### src/rtl/spi_slave_burst.sv
// Serial slave bridging a single-lane SPI-style master to a synchronous memory port.
// Frame: CMD, ADDR, LEN (all LSB first), then LEN+1 data words written in or shifted out.
module spi_slave_burst #(
  parameter int ADDR_W  = 8,
  parameter int DATA_W  = 8,
  parameter int LEN_W   = 4,
  parameter int MEM_LAT = 1
) (
  input  logic              clk,
  input  logic              rst,
  input  logic              cs,
  input  logic              sdi,
  output logic              sdo,
  input  logic [DATA_W-1:0] mem_dout,
  output logic              mem_wr,
  output logic              mem_rd,
  output logic [ADDR_W-1:0] mem_addr,
  output logic [DATA_W-1:0] mem_din,
  output logic              busy,
  output logic              done,
  output logic              abort
);

  localparam int MAX_A = (ADDR_W > LEN_W) ? ADDR_W : LEN_W;
  localparam int MAX_B = (MAX_A > DATA_W) ? MAX_A : DATA_W;
  localparam int MAX_C = (MAX_B > MEM_LAT + 1) ? MAX_B : MEM_LAT + 1;
  localparam int CNT_W = $clog2(MAX_C + 1);

  localparam logic [CNT_W-1:0] ADDR_LAST  = CNT_W'(ADDR_W - 1);
  localparam logic [CNT_W-1:0] LEN_LAST   = CNT_W'(LEN_W - 1);
  localparam logic [CNT_W-1:0] DATA_LAST  = CNT_W'(DATA_W - 1);
  localparam logic [CNT_W-1:0] FETCH_LAST = CNT_W'(MEM_LAT);

  typedef enum logic [2:0] {
    S_IDLE,
    S_ADDR,
    S_LEN,
    S_WDATA,
    S_RFETCH,
    S_RDATA,
    S_DONE
  } state_t;

  state_t r_state, w_state_next;

  logic              r_cmd;
  logic [ADDR_W-1:0] r_addr;
  logic [LEN_W-1:0]  r_len;
  logic [LEN_W-1:0]  r_word_cnt;
  logic [CNT_W-1:0]  r_bit_cnt;
  logic [DATA_W-1:0] r_wshift;
  logic [DATA_W-1:0] r_rshift;

  logic              r_sdo, w_sdo_next;
  logic              r_mem_wr, w_mem_wr_next;
  logic              r_mem_rd, w_mem_rd_next;
  logic              r_done, w_done_next;
  logic              r_abort, w_abort_next;
  logic [ADDR_W-1:0] r_mem_addr, w_mem_addr_next;
  logic [DATA_W-1:0] r_mem_din, w_mem_din_next;

  logic              w_cs_abort;
  logic              w_addr_last;
  logic              w_len_last;
  logic              w_data_last;
  logic              w_fetch_last;
  logic              w_last_word;
  logic [DATA_W-1:0] w_word_in;
  logic [ADDR_W-1:0] w_cur_addr;
  logic [ADDR_W-1:0] w_nxt_addr;

  // cs rising mid-frame aborts; IDLE and DONE are the only places it is legal
  assign w_cs_abort   = cs && (r_state != S_IDLE) && (r_state != S_DONE);
  assign w_addr_last  = (r_bit_cnt == ADDR_LAST);
  assign w_len_last   = (r_bit_cnt == LEN_LAST);
  assign w_data_last  = (r_bit_cnt == DATA_LAST);
  assign w_fetch_last = (r_bit_cnt == FETCH_LAST);
  assign w_last_word  = (r_word_cnt == r_len);
  assign w_word_in    = (r_wshift >> 1) | (DATA_W'(sdi) << (DATA_W - 1));
  assign w_cur_addr   = r_addr + ADDR_W'(r_word_cnt);
  assign w_nxt_addr   = r_addr + ADDR_W'(r_word_cnt) + ADDR_W'(1);

  always_ff @(posedge clk) begin
    if (rst) begin
      r_state <= S_IDLE;
    end else begin
      r_state <= w_state_next;
    end
  end

  always_comb begin
    w_state_next = r_state;
    case (r_state)
      S_IDLE: begin
        if (!cs) w_state_next = S_ADDR;
      end
      S_ADDR: begin
        if (cs)               w_state_next = S_IDLE;
        else if (w_addr_last) w_state_next = S_LEN;
      end
      S_LEN: begin
        if (cs)              w_state_next = S_IDLE;
        else if (w_len_last) w_state_next = r_cmd ? S_WDATA : S_RFETCH;
      end
      S_WDATA: begin
        if (cs)                              w_state_next = S_IDLE;
        else if (w_data_last && w_last_word) w_state_next = S_DONE;
      end
      S_RFETCH: begin
        if (cs)                w_state_next = S_IDLE;
        else if (w_fetch_last) w_state_next = S_RDATA;
      end
      S_RDATA: begin
        if (cs)               w_state_next = S_IDLE;
        else if (w_data_last) w_state_next = w_last_word ? S_DONE : S_RFETCH;
      end
      S_DONE: begin
        if (cs) w_state_next = S_IDLE;
      end
      default: w_state_next = S_IDLE;
    endcase
  end

  // Next values for the registered outputs; the abort check overrides any strobe.
  always_comb begin
    w_sdo_next      = 1'b0;
    w_mem_wr_next   = 1'b0;
    w_mem_rd_next   = 1'b0;
    w_done_next     = 1'b0;
    w_abort_next    = 1'b0;
    w_mem_addr_next = r_mem_addr;
    w_mem_din_next  = r_mem_din;
    busy            = (r_state != S_IDLE);
    if (w_cs_abort) begin
      w_abort_next = 1'b1;
    end else begin
      case (r_state)
        S_LEN: begin
          if (w_len_last && !r_cmd) begin
            w_mem_rd_next   = 1'b1;
            w_mem_addr_next = r_addr;
          end
        end
        S_WDATA: begin
          if (w_data_last) begin
            w_mem_wr_next   = 1'b1;
            w_mem_addr_next = w_cur_addr;
            w_mem_din_next  = w_word_in;
            w_done_next     = w_last_word;
          end
        end
        S_RFETCH: begin
          if (w_fetch_last) w_sdo_next = mem_dout[0];
        end
        S_RDATA: begin
          if (!w_data_last) begin
            w_sdo_next = r_rshift[0];
          end else if (w_last_word) begin
            w_done_next = 1'b1;
          end else begin
            w_mem_rd_next   = 1'b1;
            w_mem_addr_next = w_nxt_addr;
          end
        end
        default: ;
      endcase
    end
  end

  always_ff @(posedge clk) begin
    if (rst) begin
      r_sdo      <= 1'b0;
      r_mem_wr   <= 1'b0;
      r_mem_rd   <= 1'b0;
      r_done     <= 1'b0;
      r_abort    <= 1'b0;
      r_mem_addr <= '0;
      r_mem_din  <= '0;
    end else begin
      r_sdo      <= w_sdo_next;
      r_mem_wr   <= w_mem_wr_next;
      r_mem_rd   <= w_mem_rd_next;
      r_done     <= w_done_next;
      r_abort    <= w_abort_next;
      r_mem_addr <= w_mem_addr_next;
      r_mem_din  <= w_mem_din_next;
    end
  end

  // Field shifters and counters; IDLE clears the counters so an aborted frame leaves no residue.
  always_ff @(posedge clk) begin
    if (rst) begin
      r_cmd      <= 1'b0;
      r_addr     <= '0;
      r_len      <= '0;
      r_word_cnt <= '0;
      r_bit_cnt  <= '0;
      r_wshift   <= '0;
      r_rshift   <= '0;
    end else begin
      case (r_state)
        S_IDLE: begin
          r_bit_cnt  <= '0;
          r_word_cnt <= '0;
          if (!cs) r_cmd <= sdi;
        end
        S_ADDR: begin
          r_addr    <= (r_addr >> 1) | (ADDR_W'(sdi) << (ADDR_W - 1));
          r_bit_cnt <= w_addr_last ? '0 : r_bit_cnt + 1'b1;
        end
        S_LEN: begin
          r_len     <= (r_len >> 1) | (LEN_W'(sdi) << (LEN_W - 1));
          r_bit_cnt <= w_len_last ? '0 : r_bit_cnt + 1'b1;
        end
        S_WDATA: begin
          r_wshift <= w_word_in;
          if (w_data_last) begin
            r_bit_cnt  <= '0;
            r_word_cnt <= r_word_cnt + 1'b1;
          end else begin
            r_bit_cnt <= r_bit_cnt + 1'b1;
          end
        end
        S_RFETCH: begin
          if (w_fetch_last) begin
            r_bit_cnt <= '0;
            r_rshift  <= mem_dout >> 1;
          end else begin
            r_bit_cnt <= r_bit_cnt + 1'b1;
          end
        end
        S_RDATA: begin
          r_rshift <= r_rshift >> 1;
          if (w_data_last) begin
            r_bit_cnt  <= '0;
            r_word_cnt <= r_word_cnt + 1'b1;
          end else begin
            r_bit_cnt <= r_bit_cnt + 1'b1;
          end
        end
        default: ;
      endcase
    end
  end

  assign sdo      = r_sdo;
  assign mem_wr   = r_mem_wr;
  assign mem_rd   = r_mem_rd;
  assign done     = r_done;
  assign abort    = r_abort;
  assign mem_addr = r_mem_addr;
  assign mem_din  = r_mem_din;

endmodule

### config.mk
export PLATFORM = sky130hd
export DESIGN_NAME = spi_slave_burst
export DESIGN_NICKNAME = d
export VERILOG_FILES = /design/src/rtl/spi_slave_burst.sv
export SDC_FILE = /design/constraint.sdc
export NUM_CORES = 1
export LEC_CHECK = 0
export CORE_ASPECT_RATIO = 0.5
export CORE_MARGIN = 4
export CORE_UTILIZATION = 55
export CTS_CLUSTER_DIAMETER = 150
export DETAILED_ROUTE_END_ITERATION = 7
export GPL_ROUTABILITY_DRIVEN = 0
export PLACE_DENSITY = 0.78
export SETUP_SLACK_MARGIN = 0.1
export SLEW_MARGIN = 20
export SYNTH_ARGS = -nofsm -noshare
export SYNTH_HDL_FRONTEND = slang
export SYNTH_SLANG_ARGS = --single-unit
### constraint.sdc
create_clock -name clk -period 7.25 [get_ports clk]
set_clock_uncertainty 0.15 [all_clocks]
set_input_delay 1.0875 -clock clk [delete_from_list [all_inputs] [get_ports clk]]
set_output_delay 1.0875 -clock clk [all_outputs]
set_load 0.01 [all_outputs]
# Word level (Yosys, flattened, before mapping)
# Index checks and enable logic that the tools add are counted.
# totals
reg_bits	61
latch_bits	0
ramBits	0
mem_bits_ro	0
output_inout_bits	22
n_memories	0
# op_classes
add_sub_neg	4
mul	0
n_div	0
order_cmp	0
eq_ne	24
shifts	0
n_mux	41
bitwise	6
reduce_logical	21
# op_table
cell	n
2-to-1 mux 8 bit	5
2-to-1 mux 3 bit	13
case mux 8 bit (3 select lines)	1
case mux 3 bit (7 select lines)	1
inequality test 3 bit (second input constant)	6
2-to-1 mux 4 bit	4
OR 7 x 8 -> 8 bit	2
case mux 4 bit (4 select lines)	1
case mux 8 bit (2 select lines)	1
inequality test 2 bit (second input constant)	7
2-to-1 mux 1 bit	10
== test 3 bit (second input constant)	3
adder 4 x 1 -> 4 bit (second input constant)	2
adder 8 x 1 -> 8 bit (second input constant)	1
adder 8 x 4 -> 8 bit	1
case mux 4 bit (2 select lines)	1
AND reduction 7 bit	1
== test 3 x 2 -> 1 bit (second input constant)	2
case mux 1 bit (2 select lines)	3
AND reduction 2 bit	3
AND reduction 6 bit	1
nonzero test 3 bit	2
OR reduction 3 bit	2
== test 4 x 1 -> 1 bit (second input constant)	1
other kinds (15)	22

# Depth between registers and ports, before layout
# Gate-level depths: netlist of run 1.
# depth
depth_word	5
depth_mapped	8
mapped_depth_nobuf	8

# Least setup slack after synthesis of run 1
# OpenSTA, ideal clock, no wires.
# synth_timing
kind	register -> register
start	register r_word_cnt[0]
end	register r_mem_addr[7] (netlist: mem_addr[7])
setup_ns	0.120
arrival_ns	2.263
required_ns	6.980
slack_ns	4.718
path_stages_with_launch	9
path_buffers	0
synth_period_minus_slack_ns	2.532
path_cell_list	dfxtp_1 ha_1 fa_1 a211oi_1 nor2_1 nor4_2 nand4_1 a31o_1 o31a_1
# synth_between
elab_chain_len	5
# synth_lines
item	line_no	rtl
start, declared	49	logic [LEN_W-1:0] r_word_cnt;
start signal, assigned	219	r_word_cnt <= r_word_cnt + 1'b1;
start signal, assigned	236	r_word_cnt <= r_word_cnt + 1'b1;
adder 8 x 4 -> 8 bit	80, 81	
adder 8 x 1 -> 8 bit	81	assign w_nxt_addr = r_addr + ADDR_W'(r_word_cnt) + ADDR_W'(1);
2-to-1 mux 8 bit	158	end else if (w_last_word) begin
2-to-1 mux 8 bit	156	if (!w_data_last) begin
case mux 8 bit (3 select lines)	137	case (r_state)
end signal, assigned	185	r_mem_addr <= w_mem_addr_next;
end, declared	59	logic [ADDR_W-1:0] r_mem_addr, w_mem_addr_next;
# Several ways; a longest one is shown, not always the timed one. The select of a mux whose other input is x is not followed.
# A chain may end at the register's enable or synchronous reset.

# Final worst setup path of run 1
# layout_timing
start	register r_state[1]
end	output busy
# layout_between
elab_chain_len	1
# layout_lines
item	line_no	rtl
start, declared	44	state_t r_state, w_state_next;
start signal, assigned	87	r_state <= w_state_next;
nonzero test 3 bit	133	busy = (r_state != S_IDLE);
end, declared	19	output logic busy,
# No other way between the ends.

==> results.toml, run 1 <==
[critical_path]
endpoint_kind = "primary output"
reg2reg_setup_slack_ns = 4.14
ff2ff_path_depth = 5
worstSetupStartpointType = "register"
path_max_fanout = 23
required_ns = 6.01
r2r-end = "mem_din[3]$_SDFFE_PP0P_"
r2r_start = "r_state[1]$_SDFFE_PP0P_"
cp_data_arrival_time_ns = 2.14
worstSetupPathType = "reg2out"

[clock_network]
numCtsBuffers = 9
h-tree-depth = 3
clkTransAtPathRegs_ns = 0.07
cts_tree = "done"
cts.sinks = 59
cts.repair.resized = 0
hold_buffers = 0
clock_latency_ns = 0.36
cts_setup_buffers = 0
clock-root-buffer = "clkbuf_8"
clockBufferDepth = 2

[layout]
final_cell_mix = "dfxtp_1, nor2_1, nand2_1"
ff_latch_area_um2 = 1181
n_antenna_cell = 0
nets = 412
syn_to_final_growth_pct = 19.31
final_common_cell = "dfxtp_1"
drive_gt1_share_pct = 6.566
multiInputGateArea_um2 = 1722
nFillCells = 402

[drt]
avgRoutedWirePerCell_um = 15.96
drc_errors = 0
drtIter0Drc = 390
vias_per_cell = 5.951
dr.pass1.iters = 5
routed_wl_mm = 7.438
num_vias = 2773
drtAntennaViolNets = 0

[yosys]
synth_cell_types = 58
avgSynthCellArea_um2 = 8.272
yosys.area_share.adder_pct = 3.978
synth_warnings = 0
netlist.area_leader.share_pct = 39.12
yosys-top-cells-area = "dfxtp_1, nor2_1, nand2_1"
synth_flop_cell = "dfxtp_1"
ys_async_sr_fraction_pct = 0
yosysSeqAreaShare_pct = 39.12
synth_xor_area_share_pct = 3.771
synth_top_area_cell = "dfxtp_1"
syn_inst = 365
synth_compound_area_share_pct = 21.05
syn_area_um2 = 3019
synth_top_family_by_area = "simple AND/OR/NAND/NOR gates"
synth_enable_flop_cells = 0
syn-num-nets = 386
ys_ff_latch = 59
yosys.area_share.simple_pct = 21.88
synth_mux_area_share_pct = 6.341

[grt]
gr-total-overflow = 0
grt_max_degree = 57
grt_pass1_vias = 2581
grt.total_usage_pct = 23.26
grt_pass1_wl_mm = 12.39
antenna_found_initial = 0

[floorplanning]
coreArea_um2 = 5112
die_y_um = 60.39
io-pin-count = 34
dieArea_um2 = 6811
rows = 18
start_util_pct = 59.06
die_w_um = 112.8

[sta]
finalSetupViolations = 0
fmax_mhz = 296.1
rsz0062_at_grt = "false"
final.period_utilization_pct = 46.59
worst_pin_slew_ns = 1.014
period_needed_ns = 3.378
max_slew_margin_pct = 32.39
setup_tns_ns = 0
hold_ws_ns = 0.3112
hold_viol = 0
drv_slew = 0

[worst_hold_path]
hold_class = "reg2reg"
holdCritStartpoint = "mem_addr[3]$_SDFFE_PP0P_"
hold_path_depth = 2
min_to = "mem_addr[3]$_SDFFE_PP0P_"

[power]
power_density_nw_per_um2 = 211.7
p_leak_uw = 0.001365
peakVddDrop_v = 0.0001650

[place]
portBuffers = 33
dp_hpwl_mm = 4.972

[outcome]
status = "finished, final reports clean"

[run]
drv_cap = 0
[stage by stage]
stage	cells	utilization (%)	area, um^2	setup WS, ns	power (uW)
global route	466	70.46	3602	3.733	786.1
detailed placement	450	65.37	3342	4.181	377.8
CTS	466	70.46	3602	3.892	766.4
global placement	450	65.37	3342	4.318	376.4
finish	466	70.46	3602	3.872	762.5
floorplan	365	-	3019	4.718	363.8
[registers in the layout (all words and copies together), names as in the netlist]
name,flops
abort,1
done,1
mem_addr,8
mem_din,8
mem_rd,1
mem_wr,1
r_addr,8
r_bit_cnt,4
r_cmd,1
r_len,4
r_rshift,7
r_state,3
r_word_cnt,4
r_wshift,7
sdo,1
[synthesized netlist by cell type (all sizes together) (5+ instances only)]
library cell / number
dfxtp: 59
a211oi: 7
buf: 8
inv: 6
o21ai: 16
a311oi: 8
nand2: 49
xnor2: 6
nor2: 55
a21oi: 30
xor2: 7
mux2i: 18
nor3: 11
clkbuf: 10
o211ai: 5
ha: 8
nand3: 7
[critical path: stages (launching register included)]
cell and delay, ns:
dfxtp_1 0.56, nor3_1 0.55, inv_1 0.15, clkdlybuf4s50_1 0.51
[layout make-up]
type | instances | area share, %
clock inverters | 4 | 2.640
flip-flops and latches | 59 | 32.79
repair buffers | 33 | 9.031
clock buffers | 12 | 4.585
multi-input cells | 281 | 47.79
well taps | 70 | 2.431
inverters | 7 | 0.7294
[metal layers]
metal,global-route usage (%),up-vias,share of wire (%)
li1,-,1362,-
met1,30.75,1302,49
met2,35.10,103,42
met4,5.479,0,0.66
met5,0,-,0
met3,10.86,6,8.6
[how the worst max path moves through the flow]
stage / from / to / cells past startpoint / slack [ns]
after floorplan: r_word_cnt[0]$_SDFFE_PP0P_ / mem_addr[7]$_SDFFE_PP0P_ / 8 / 4.72
after global placement: cs / mem_addr[7]$_SDFFE_PP0P_ / 6 / 4.32
after detailed placement: r_state[1]$_SDFFE_PP0P_ / mem_din[7]$_SDFFE_PP0P_ / 5 / 4.18
after CTS: r_state[1]$_SDFFE_PP0P_ / busy / 3 / 3.89
after global routing: r_state[1]$_SDFFE_PP0P_ / busy / 3 / 3.73
final: r_state[1]$_SDFFE_PP0P_ / busy / 3 / 3.87
[cells by family (layout without fill, tap and decap cells)]
| logic type | count (synthesis) | count (layout) |
|---|---|---|
| and+or+nand+nor | 146 | 146 |
| xor gates and xnor gates | 13 | 13 |
| adders and majority gates | 9 | 9 |
| AOI/OAI and AO/OA | 94 | 94 |
| DFF | 59 | 59 |
| muxes | 19 | 19 |
| buffers and inverters | 25 | 56 |
[power by group]
group	total (uW)	internal (uW)	switching, uW
Sequential	333	327	6.37
Clock	391	256	135
Combinational	38.4	16.1	22.4
(Power assumes the default switching activity.)
==> run 2, diff against run 1 <==
- clock period: 7.25 -> 3.3 ns (I/O delays scaled with it)
==> run 2 against run 1 <==
Compared with the run above:
- first-iteration DRC count down 49%
- global-route usage down 0.31 points
- critical path depth up 5
- non-clock buffer count up 7
- count of clock-buffer cells in the layout unchanged
- routed wire length down 1.9%
- flip-flop and latch count unchanged
- via count up 0.83%
- total power up 95%
- design area down 0.21%
- sequential share of layout area up 0.068 points
- sequential power up 120%
- critical path type is now reg2reg
==> results.toml, run 2 (synthesis gave the netlist of run 1 again) <==
[layout]
final_cell_mix = "dfxtp_1, nor2_1, nand2_1"
nets = 419
syn_to_final_growth_pct = 19.06
fin_cells = 471
n_antenna_cell = 0
drive_gt1_share_pct = 7.731
final_common_cell = "dfxtp_1"
nFillCells = 415

[sta]
period_needed_ns = 2.698
drv_slew = 0
rsz0062_at_grt = "false"
worst_pin_slew_ns = 1.002
fmax_mhz = 370.6
max_slew_margin_pct = 33.17
finalSetupViolations = 0
final.period_utilization_pct = 81.77
setup_tns_ns = 0
hold_viol = 0

[drt]
routed_wl_mm = 7.298
vias_per_cell = 5.936
avgRoutedWirePerCell_um = 15.49
drc_errors = 0
drtIter0Drc = 199
num_vias = 2796
drtAntennaViolNets = 0
dr.pass1.iters = 4

[outcome]
status = "finished, final reports clean"

[clock_network]
h-tree-depth = 3
cts_tree = "done"
clkTransAtPathRegs_ns = 0.06
cts.repair.resized = 0
cts_setup_buffers = 0
numCtsBuffers = 9
clock-root-buffer = "clkbuf_8"
cts.sinks = 59
clockBufferDepth = 2
hold_buffers = 0
clock_latency_ns = 0.33

[critical_path]
r2r-end = "mem_addr[7]$_SDFFE_PP0P_"
ff2ff_path_depth = 8
worstSetupStartpointType = "register"
endpoint_kind = "register"
cp_data_arrival_time_ns = 2.77
crit_path_end = "mem_addr[7]$_SDFFE_PP0P_"
required_ns = 3.37
crit_start = "r_word_cnt[0]$_SDFFE_PP0P_"
path_max_fanout = 5
reg2reg_setup_slack_ns = 0.60
r2r_start = "r_word_cnt[0]$_SDFFE_PP0P_"
worstSetupPathType = "reg2reg"

[floorplanning]
die_y_um = 60.39
io-pin-count = 34
coreArea_um2 = 5112
dieArea_um2 = 6811
start_util_pct = 59.06
die_w_um = 112.8
rows = 18

[run]
drv_cap = 0

[power]
pwr-share-seq_pct = 48.7
p_leak_uw = 0.001369
pwr-share-clk_pct = 44.8
peakVddDrop_v = 0.0002334
sw_frac_of_total_pct = 22.19
power_density_nw_per_um2 = 414.0
intPower_uw = 1158
combPwrFrac_pct = 6.6
p_sw_uw = 330.2

[place]
placedCellCount = 457
portBuffers = 33
dp_hpwl_mm = 5.181

[worst_hold_path]
hold_path_depth = 2
hold_class = "reg2reg"

[grt]
antenna_found_initial = 0
gr-total-overflow = 0
grt.total_usage_pct = 22.95
grt_pass1_wl_mm = 12.33
grt_pass1_vias = 2570
grt_max_degree = 57
## run 2: changes by cell type in the layout (fill, tap and decap cells not counted)
cell and delta:
bufinv_16 -2, buf_4 +7
## run 2: how the worst min path moves through the flow
stage	start	endpoint	slack [ns]
final	r_wshift[1]$_SDFFE_PP0P_	r_wshift[1]$_SDFFE_PP0P_	0.31
after global routing	r_wshift[1]$_SDFFE_PP0P_	r_wshift[1]$_SDFFE_PP0P_	0.33
after CTS	mem_addr[3]$_SDFFE_PP0P_	mem_addr[3]$_SDFFE_PP0P_	0.32
after detailed placement	mem_addr[3]$_SDFFE_PP0P_	mem_addr[3]$_SDFFE_PP0P_	0.31
after global placement	r_wshift[1]$_SDFFE_PP0P_	r_wshift[1]$_SDFFE_PP0P_	0.30
after floorplan	r_wshift[1]$_SDFFE_PP0P_	r_wshift[1]$_SDFFE_PP0P_	0.29
## run 2: worst max-delay path, cell delays in order (launching register included)
cell      delay [ns]
dfxtp_1         0.36
ha_1            0.26
fa_1            0.43
a211oi_1        0.33
nor2_1          0.12
nor4_2          0.30
nand4_1         0.15
a31o_1          0.23
o31a_1          0.26
## run 2: through the flow
stage | hold slack [ns] | power, uW | utilization [%] | instance area [um^2] | setup slack (ns)
2_1_floorplan | 0.2857 | 799.2 | - | 3019 | 0.7677
3_3_place_gp | 0.3037 | 833.4 | 66.40 | 3395 | 0.6654
3_5_place_dp | 0.3068 | 835.9 | 66.40 | 3395 | 0.6045
4_1_cts | 0.3155 | 1502 | 70.31 | 3595 | 0.5963
5_1_grt | 0.3333 | 1545 | 70.31 | 3595 | 0.3758
6_report | 0.3139 | 1488 | 70.31 | 3595 | 0.6017
## run 2: power by group through the flow
stage	combinational, uW	clock, uW	sequential, uW
finish	97.8	666	724
global route	109	712	724
CTS	96.9	681	724
detailed placement	96.1	0	740
global placement	93.7	0	740
floorplan	60.6	0	739
## run 2: area by class of cell
| cell class | count | area (um^2) | share of cell area (%) |
|---|---|---|---|
| Clock buffer | 12 | 165.2 | 4.594 |
| Clock inverter | 2 | 35.03 | 0.9746 |
| Sequential cell | 59 | 1181 | 32.86 |
| Multi-Input combinational cell | 281 | 1722 | 47.89 |
| Tap cell | 70 | 87.58 | 2.436 |
| Timing Repair Buffer | 40 | 377.9 | 10.51 |
| Inverter | 7 | 26.28 | 0.7309 |
## run 2: per-layer routing
metal,vias to the layer above,GRT usage [%],share of wire (%)
li1,1379,-,-
met1,1309,31.28,48
met2,93,35.52,43
met3,15,5.876,7.2
met4,0,9.418,1.6
met5,-,0,0
